### config.mk
export PLATFORM = sky130hd
export DESIGN_NAME = frog_hop_ctrl_flat
export DESIGN_NICKNAME = d
export VERILOG_FILES = /design/src/rtl/frog_hop_if.sv /design/src/rtl/frog_hop_ctrl.sv /design/src/flat_wrapper.sv
export SDC_FILE = /design/constraint.sdc
export NUM_CORES = 1
export LEC_CHECK = 0
export CAP_MARGIN = 25
export CORE_ASPECT_RATIO = 0.75
export CORE_MARGIN = 1
export CORE_UTILIZATION = 45
export CTS_CLUSTER_SIZE = 20
export DETAILED_ROUTE_END_ITERATION = 7
export PLACE_DENSITY = 0.65
export SLEW_MARGIN = 20
export SYNTH_ARGS = -nofsm -noshare
export SYNTH_HDL_FRONTEND = slang
export SYNTH_SLANG_ARGS = --single-unit
### constraint.sdc
create_clock -name CLK -period 2.7 [get_ports CLK]
set_input_delay 0.81 -clock CLK [delete_from_list [all_inputs] [get_ports CLK]]
set_output_delay 0.81 -clock CLK [all_outputs]
set_load 0.02 [all_outputs]
### src/rtl/frog_hop_if.sv
// frog_hop_if: key inputs, frame strobes and hop command outputs of frog_hop_ctrl.
// The master side drives keys/strobes; the slave side is the controller.
interface frog_hop_if;
    logic       frame_tick;
    logic       freeze;
    logic       key_left;
    logic       key_right;
    logic       key_up;
    logic       key_down;
    logic       left;
    logic       right;
    logic       up;
    logic       down;
    logic       hop_active;
    logic       hop_done;
    logic [7:0] up_hops;

    modport master (
        output frame_tick, freeze, key_left, key_right, key_up, key_down,
        input  left, right, up, down, hop_active, hop_done, up_hops
    );

    modport slave (
        input  frame_tick, freeze, key_left, key_right, key_up, key_down,
        output left, right, up, down, hop_active, hop_done, up_hops
    );
endinterface

### src/rtl/frog_hop_ctrl.sv
// frog_hop_ctrl: debounces four direction keys and issues frame-aligned hop commands.
// Define FROG_AUTOREPEAT_EN to re-arm a hop from still-held keys when returning to IDLE.
module frog_hop_ctrl #(
    parameter int HOP_FRAMES      = 8,
    parameter int COOLDOWN_FRAMES = 4,
    parameter int DEBOUNCE_CYCLES = 16
) (
    input  logic      CLK,
    input  logic      RESETn,
    frog_hop_if.slave bus
);
    typedef enum logic [1:0] {IDLE, HOP, COOL} state_t;

    localparam logic [1:0]  DIR_UP    = 2'd0;
    localparam logic [7:0]  HOP_LAST  = 8'(HOP_FRAMES - 1);
    localparam logic [7:0]  COOL_LAST = 8'(COOLDOWN_FRAMES - 1);
    localparam logic [15:0] DB_LAST   = 16'(DEBOUNCE_CYCLES - 1);

    // Key vectors are ordered by priority: bit 0 up, 1 down, 2 left, 3 right.
    logic [3:0]  keys_raw;
    logic [3:0]  meta_q, meta_d;
    logic [3:0]  sync_q, sync_d;
    logic [3:0]  stable_q, stable_d;
    logic [3:0]  stable_prev_q, stable_prev_d;
    logic [15:0] db_cnt_q [4];
    logic [15:0] db_cnt_d [4];
    logic [3:0]  press;
    logic [3:0]  repeat_keys;
    logic        enter_idle;

    state_t      state_q, state_d;
    logic [7:0]  frame_cnt_q, frame_cnt_d;
    logic [1:0]  dir_q, dir_d;
    logic        pend_valid_q, pend_valid_d;
    logic [1:0]  pend_dir_q, pend_dir_d;
    logic [3:0]  dirs_q, dirs_d;
    logic        hop_active_q, hop_active_d;
    logic        hop_done_q, hop_done_d;
    logic [7:0]  up_hops_q, up_hops_d;

    function automatic logic [1:0] pick_dir(input logic [3:0] v);
        if (v[0])      return 2'd0;
        else if (v[1]) return 2'd1;
        else if (v[2]) return 2'd2;
        else           return 2'd3;
    endfunction

    assign keys_raw = {bus.key_right, bus.key_left, bus.key_down, bus.key_up};
    assign press    = stable_q & ~stable_prev_q;

`ifdef FROG_AUTOREPEAT_EN
    assign repeat_keys = stable_q;
`else
    assign repeat_keys = 4'b0000;
`endif

    // The counter runs only while the synced level disagrees with the accepted one.
    always_comb begin
        meta_d        = keys_raw;
        sync_d        = meta_q;
        stable_d      = stable_q;
        stable_prev_d = stable_q;
        for (int k = 0; k < 4; k++) begin
            db_cnt_d[k] = 16'd0;
            if (sync_q[k] != stable_q[k]) begin
                if (db_cnt_q[k] == DB_LAST) begin
                    stable_d[k] = sync_q[k];
                end else begin
                    db_cnt_d[k] = db_cnt_q[k] + 16'd1;
                end
            end
        end
    end

    always_comb begin
        state_d      = state_q;
        frame_cnt_d  = frame_cnt_q;
        dir_d        = dir_q;
        pend_valid_d = pend_valid_q;
        pend_dir_d   = pend_dir_q;
        hop_done_d   = 1'b0;
        up_hops_d    = up_hops_q;
        enter_idle   = 1'b0;
        if (bus.freeze) begin
            state_d      = IDLE;
            frame_cnt_d  = 8'd0;
            pend_valid_d = 1'b0;
        end else begin
            case (state_q)
                IDLE: begin
                    if (bus.frame_tick && pend_valid_q) begin
                        state_d      = HOP;
                        frame_cnt_d  = 8'd0;
                        dir_d        = pend_dir_q;
                        pend_valid_d = 1'b0;
                    end else if ((press != 4'b0000) && !pend_valid_q) begin
                        pend_valid_d = 1'b1;
                        pend_dir_d   = pick_dir(press);
                    end
                end
                HOP: begin
                    if (bus.frame_tick) begin
                        if (frame_cnt_q == HOP_LAST) begin
                            hop_done_d  = 1'b1;
                            frame_cnt_d = 8'd0;
                            if ((dir_q == DIR_UP) && (up_hops_q != 8'hFF)) begin
                                up_hops_d = up_hops_q + 8'd1;
                            end
                            if (COOLDOWN_FRAMES == 0) begin
                                state_d    = IDLE;
                                enter_idle = 1'b1;
                            end else begin
                                state_d = COOL;
                            end
                        end else begin
                            frame_cnt_d = frame_cnt_q + 8'd1;
                        end
                    end
                end
                COOL: begin
                    if (bus.frame_tick) begin
                        if (frame_cnt_q == COOL_LAST) begin
                            state_d     = IDLE;
                            frame_cnt_d = 8'd0;
                            enter_idle  = 1'b1;
                        end else begin
                            frame_cnt_d = frame_cnt_q + 8'd1;
                        end
                    end
                end
                default: state_d = IDLE;
            endcase
            // Held keys re-arm only on a natural return to IDLE, never after freeze.
            if (enter_idle && (repeat_keys != 4'b0000)) begin
                pend_valid_d = 1'b1;
                pend_dir_d   = pick_dir(repeat_keys);
            end
        end
        dirs_d = 4'b0000;
        if (state_d == HOP) begin
            dirs_d[dir_d] = 1'b1;
        end
        hop_active_d = (state_d == HOP);
    end

    always_ff @(posedge CLK or negedge RESETn) begin
        if (!RESETn) begin
            meta_q        <= 4'b0000;
            sync_q        <= 4'b0000;
            stable_q      <= 4'b0000;
            stable_prev_q <= 4'b0000;
            for (int k = 0; k < 4; k++) begin
                db_cnt_q[k] <= 16'd0;
            end
            state_q      <= IDLE;
            frame_cnt_q  <= 8'd0;
            dir_q        <= 2'd0;
            pend_valid_q <= 1'b0;
            pend_dir_q   <= 2'd0;
            dirs_q       <= 4'b0000;
            hop_active_q <= 1'b0;
            hop_done_q   <= 1'b0;
            up_hops_q    <= 8'd0;
        end else begin
            meta_q        <= meta_d;
            sync_q        <= sync_d;
            stable_q      <= stable_d;
            stable_prev_q <= stable_prev_d;
            for (int k = 0; k < 4; k++) begin
                db_cnt_q[k] <= db_cnt_d[k];
            end
            state_q      <= state_d;
            frame_cnt_q  <= frame_cnt_d;
            dir_q        <= dir_d;
            pend_valid_q <= pend_valid_d;
            pend_dir_q   <= pend_dir_d;
            dirs_q       <= dirs_d;
            hop_active_q <= hop_active_d;
            hop_done_q   <= hop_done_d;
            up_hops_q    <= up_hops_d;
        end
    end

    assign bus.up         = dirs_q[0];
    assign bus.down       = dirs_q[1];
    assign bus.left       = dirs_q[2];
    assign bus.right      = dirs_q[3];
    assign bus.hop_active = hop_active_q;
    assign bus.hop_done   = hop_done_q;
    assign bus.up_hops    = up_hops_q;
endmodule

### src/flat_wrapper.sv
// flat-port wrapper written by rule: the top's interface ports become plain ports
module frog_hop_ctrl_flat 
#(
    parameter int HOP_FRAMES      = 8,
    parameter int COOLDOWN_FRAMES = 4,
    parameter int DEBOUNCE_CYCLES = 16
)
  (CLK, RESETn, bus_frame_tick, bus_freeze, bus_key_left, bus_key_right, bus_key_up, bus_key_down, bus_left, bus_right, bus_up, bus_down, bus_hop_active, bus_hop_done, bus_up_hops);
  frog_hop_if bus_i ();
  input  logic CLK;
  input  logic RESETn;
  input wire logic [$bits(bus_i.frame_tick)-1:0] bus_frame_tick;
  input wire logic [$bits(bus_i.freeze)-1:0] bus_freeze;
  input wire logic [$bits(bus_i.key_left)-1:0] bus_key_left;
  input wire logic [$bits(bus_i.key_right)-1:0] bus_key_right;
  input wire logic [$bits(bus_i.key_up)-1:0] bus_key_up;
  input wire logic [$bits(bus_i.key_down)-1:0] bus_key_down;
  output wire logic [$bits(bus_i.left)-1:0] bus_left;
  output wire logic [$bits(bus_i.right)-1:0] bus_right;
  output wire logic [$bits(bus_i.up)-1:0] bus_up;
  output wire logic [$bits(bus_i.down)-1:0] bus_down;
  output wire logic [$bits(bus_i.hop_active)-1:0] bus_hop_active;
  output wire logic [$bits(bus_i.hop_done)-1:0] bus_hop_done;
  output wire logic [$bits(bus_i.up_hops)-1:0] bus_up_hops;
  assign bus_i.frame_tick = bus_frame_tick;
  assign bus_i.freeze = bus_freeze;
  assign bus_i.key_left = bus_key_left;
  assign bus_i.key_right = bus_key_right;
  assign bus_i.key_up = bus_key_up;
  assign bus_i.key_down = bus_key_down;
  assign bus_left = bus_i.left;
  assign bus_right = bus_i.right;
  assign bus_up = bus_i.up;
  assign bus_down = bus_i.down;
  assign bus_hop_active = bus_i.hop_active;
  assign bus_hop_done = bus_i.hop_done;
  assign bus_up_hops = bus_i.up_hops;
  frog_hop_ctrl #(.HOP_FRAMES(HOP_FRAMES), .COOLDOWN_FRAMES(COOLDOWN_FRAMES), .DEBOUNCE_CYCLES(DEBOUNCE_CYCLES)) u_core (.CLK(CLK), .RESETn(RESETn), .bus(bus_i));
endmodule
==> out/results.tsv <==
metric	value	unit
Hold-fix buffers, CTS	0	
Worst-Skew Late Latency	0.35	ns
synth top area cells	dfrtp_1 54%, xor2_1 7.0%, nor2_1 5.2%	
Clock Tree Root	clkbuf_16	
gr ovfl total	0	
initial antenna violation count	0	
setup TNS	0	ns
Tightest Pin Transition	0.698	ns
#FFs+latches synth	109	
critical path cell sequence	clkdlybuf4s50_1, nor3b_1, nor3b_1, o22ai_1, or2_1, nor3b_1	
Final WS setup	0.356	ns
CP max FO	5	
Area Overhead vs Synth	14.1	%
# diodes	0	
DR pass1 iterations	4	
Setup crit end kind	register	
Yosys warning count	0	
top cells by instance count after synthesis	109 x dfrtp_1, 70 x nor2_1, 40 x xor2_1, 34 x nand2_1, 26 x nand3_1	
ys async rst share	100	%
Slowest Stage Delay on Critical Path	0.51	ns
post-CTS repair timing setup buffer count	0	
Final Setup Violations	0	
Port Buf Inserts	21	
Worst Path Arrival	2.61	ns
Final Power	0.00308	W
CTS Buffer Depth	2	
Critical Setup Path Class	input port to register	
Routed WL	8880	um
Cell Area, Synth	5020	um2
share of cells above drive strength 1	7.23	%
fin crit period	2.34	ns
routed vias	3478	
Resized cells post-CTS	0	
EDFF count, synth	0	
final hold vios	0	
Mapped Avg Cell Area	10.5	um2
DR iter-0 viols	174	
Rows	32	
pre-CTS setup slack	0.0434	ns
Mapped Cells	477	
Initial Utilization	47.5	%
Most used DFF post-synth	dfrtp_1	
Fmax	427	MHz
skew final	0.00480	ns
die area	11600	um2
WL per Instance	13.7	um
cell family with most CP delay	simple AND/OR/NAND/NOR gates	
die span in x	124	um
vias per cell	5.37	
clock sink count	109	
VDD IR max	0.000481	V
required time of the critical path	2.96	ns
run status	complete, no violations	
cell with the most instances after synthesis	dfrtp_1	
CP dominant cell by count	nor3b_1	
Seq/Total Area, Yosys	54.4	%
final worst path period share	86.8	%
global-route wire length before repair	15400	um
Die Span Y	93.5	um
antenna-violating nets left	0	
Pleak	2.60	nW
core area	10600	um2
area share of the leading cell type in the synthesized netlist	54.4	%
CTS tree	built	
CP Launch Type	input port	
Synth area leader	dfrtp_1	
Synth Net Count	495	
DRC	0	
Yosys cell types	43	
Max Cap Violations	0	
num ports	22	
RSZ-0062 raised after global routing	false	
Core Util, Final	54.2	%
gr usage total	17.1	%
Clk pin slew, worst setup/hold paths	0.07	ns
CP max stage cell	clkdlybuf4s50_1	
number of global-route vias before repair	3258	
DP Wirelength	6110	um
Nets	526	
routability-driven placement congestion ratio	0.823	
H-tree Lvls	3	
Cell Pwr Density	538	nW/um2
relative slew slack	53.1	%
largest net degree at the start of global routing	54	
min-delay worst type	register to register	
WHS	0.348	ns
Max Slew Vio Count	0	
Inserted Clock Buffers	9	
CP bufs+invs	1	
[per-layer routing]
layer  vias to the layer above  share of wire [%]  GRT usage, %
li1                       1717                  -             -
met3                         8                4.3          5.12
met1                      1697                 53          24.7
met5                         -                  0             0
met2                        56                 41          24.6
met4                         0                1.1          5.36
[state kept, by name, summed over array words and instances (netlist names), 4 cells and up]
name,cells
u_core.db_cnt_q,64
u_core.frame_cnt_q,8
u_core.dirs_q,4
u_core.stable_prev_d,4
u_core.bus.up_hops,8
u_core.stable_prev_q,4
u_core.sync_q,4
u_core.meta_q,4
[worst paths after layout]
| kind | from | endpoint | slack (ns) | cells past startpoint |
|---|---|---|---|---|
| min in group asynchronous | RESETn | u_core.bus.up_hops[3]$_DFFE_PN0P_ | 0.41 | 1 |
| worst max-delay path | bus_frame_tick | u_core.dirs_q[2]$_DFF_PN0_ | 0.36 | 6 |
| worst min register to register | u_core.meta_q[3]$_DFF_PN0_ | u_core.sync_q[3]$_DFF_PN0_ | 0.35 | 0 |
| max in group asynchronous | RESETn | u_core.db_cnt_q[20]$_DFF_PN0_ | 1.62 | 2 |
| worst min-delay path | u_core.meta_q[3]$_DFF_PN0_ | u_core.sync_q[3]$_DFF_PN0_ | 0.35 | 0 |
| worst max register to register | u_core.frame_cnt_q[0]$_DFFE_PN0P_ | u_core.bus.up_hops[7]$_DFFE_PN0P_ | 0.40 | 6 |
[area by class of cell]
cell class	count	area (um2)
flip-flops and latches	109	2730
well taps	136	170
clock inverters	3	46.3
multi-input cells	347	2210
inverters	13	48.8
repair buffers	28	273
clock buffers	12	246
fillers	910	4850
[cells in the final DEF (no fill, tap or decap), types with 4 or more instances in the layout]
cell,count
a21oi_1,11
and3_1,21
buf_4,7
clkbuf_16,9
clkdlybuf4s50_1,20
dfrtp_1,109
ha_1,10
inv_1,13
mux2_2,8
nand2_1,34
nand3_1,26
nand4_1,19
nor2_1,70
nor2b_1,4
nor3_1,8
nor3b_1,6
nor4_1,14
o21ai_0,11
or3_1,6
xnor2_1,23
xor2_1,40
[logic make-up (layout without fill, tap and decap cells)]
| logic type | Yosys count | count (layout) | synth area share [%] |
|---|---|---|---|
| AND/OR/NAND/NOR | 229 | 229 | 24.3 |
| multiplexers | 8 | 8 | 1.80 |
| buffers and inverters | 21 | 56 | 1.57 |
| flip-flops | 109 | 109 | 54.4 |
| XOR/XNOR | 63 | 63 | 11.0 |
| adder cells (fa/ha/maj) | 10 | 10 | 2.49 |
| AO/OA/AOI/OAI | 37 | 37 | 4.51 |
[where the power goes]
part	total [W]	internal, W	switching [W]
clock	0.00131	0.000742	0.000565
combinational	0.000104	0.0000348	0.0000694
sequential	0.00167	0.00165	0.0000151
total	0.00308	0.00243	0.000650
[stage by stage]
step / instance area [um2] / std cells
after floorplan: 5020 / 477
after global placement: 5430 / 633
after detailed placement: 5430 / 633
after CTS: 5720 / 648
after global routing: 5720 / 648
final: 5720 / 648
Note: power is estimated with default switching activity, not from simulation.
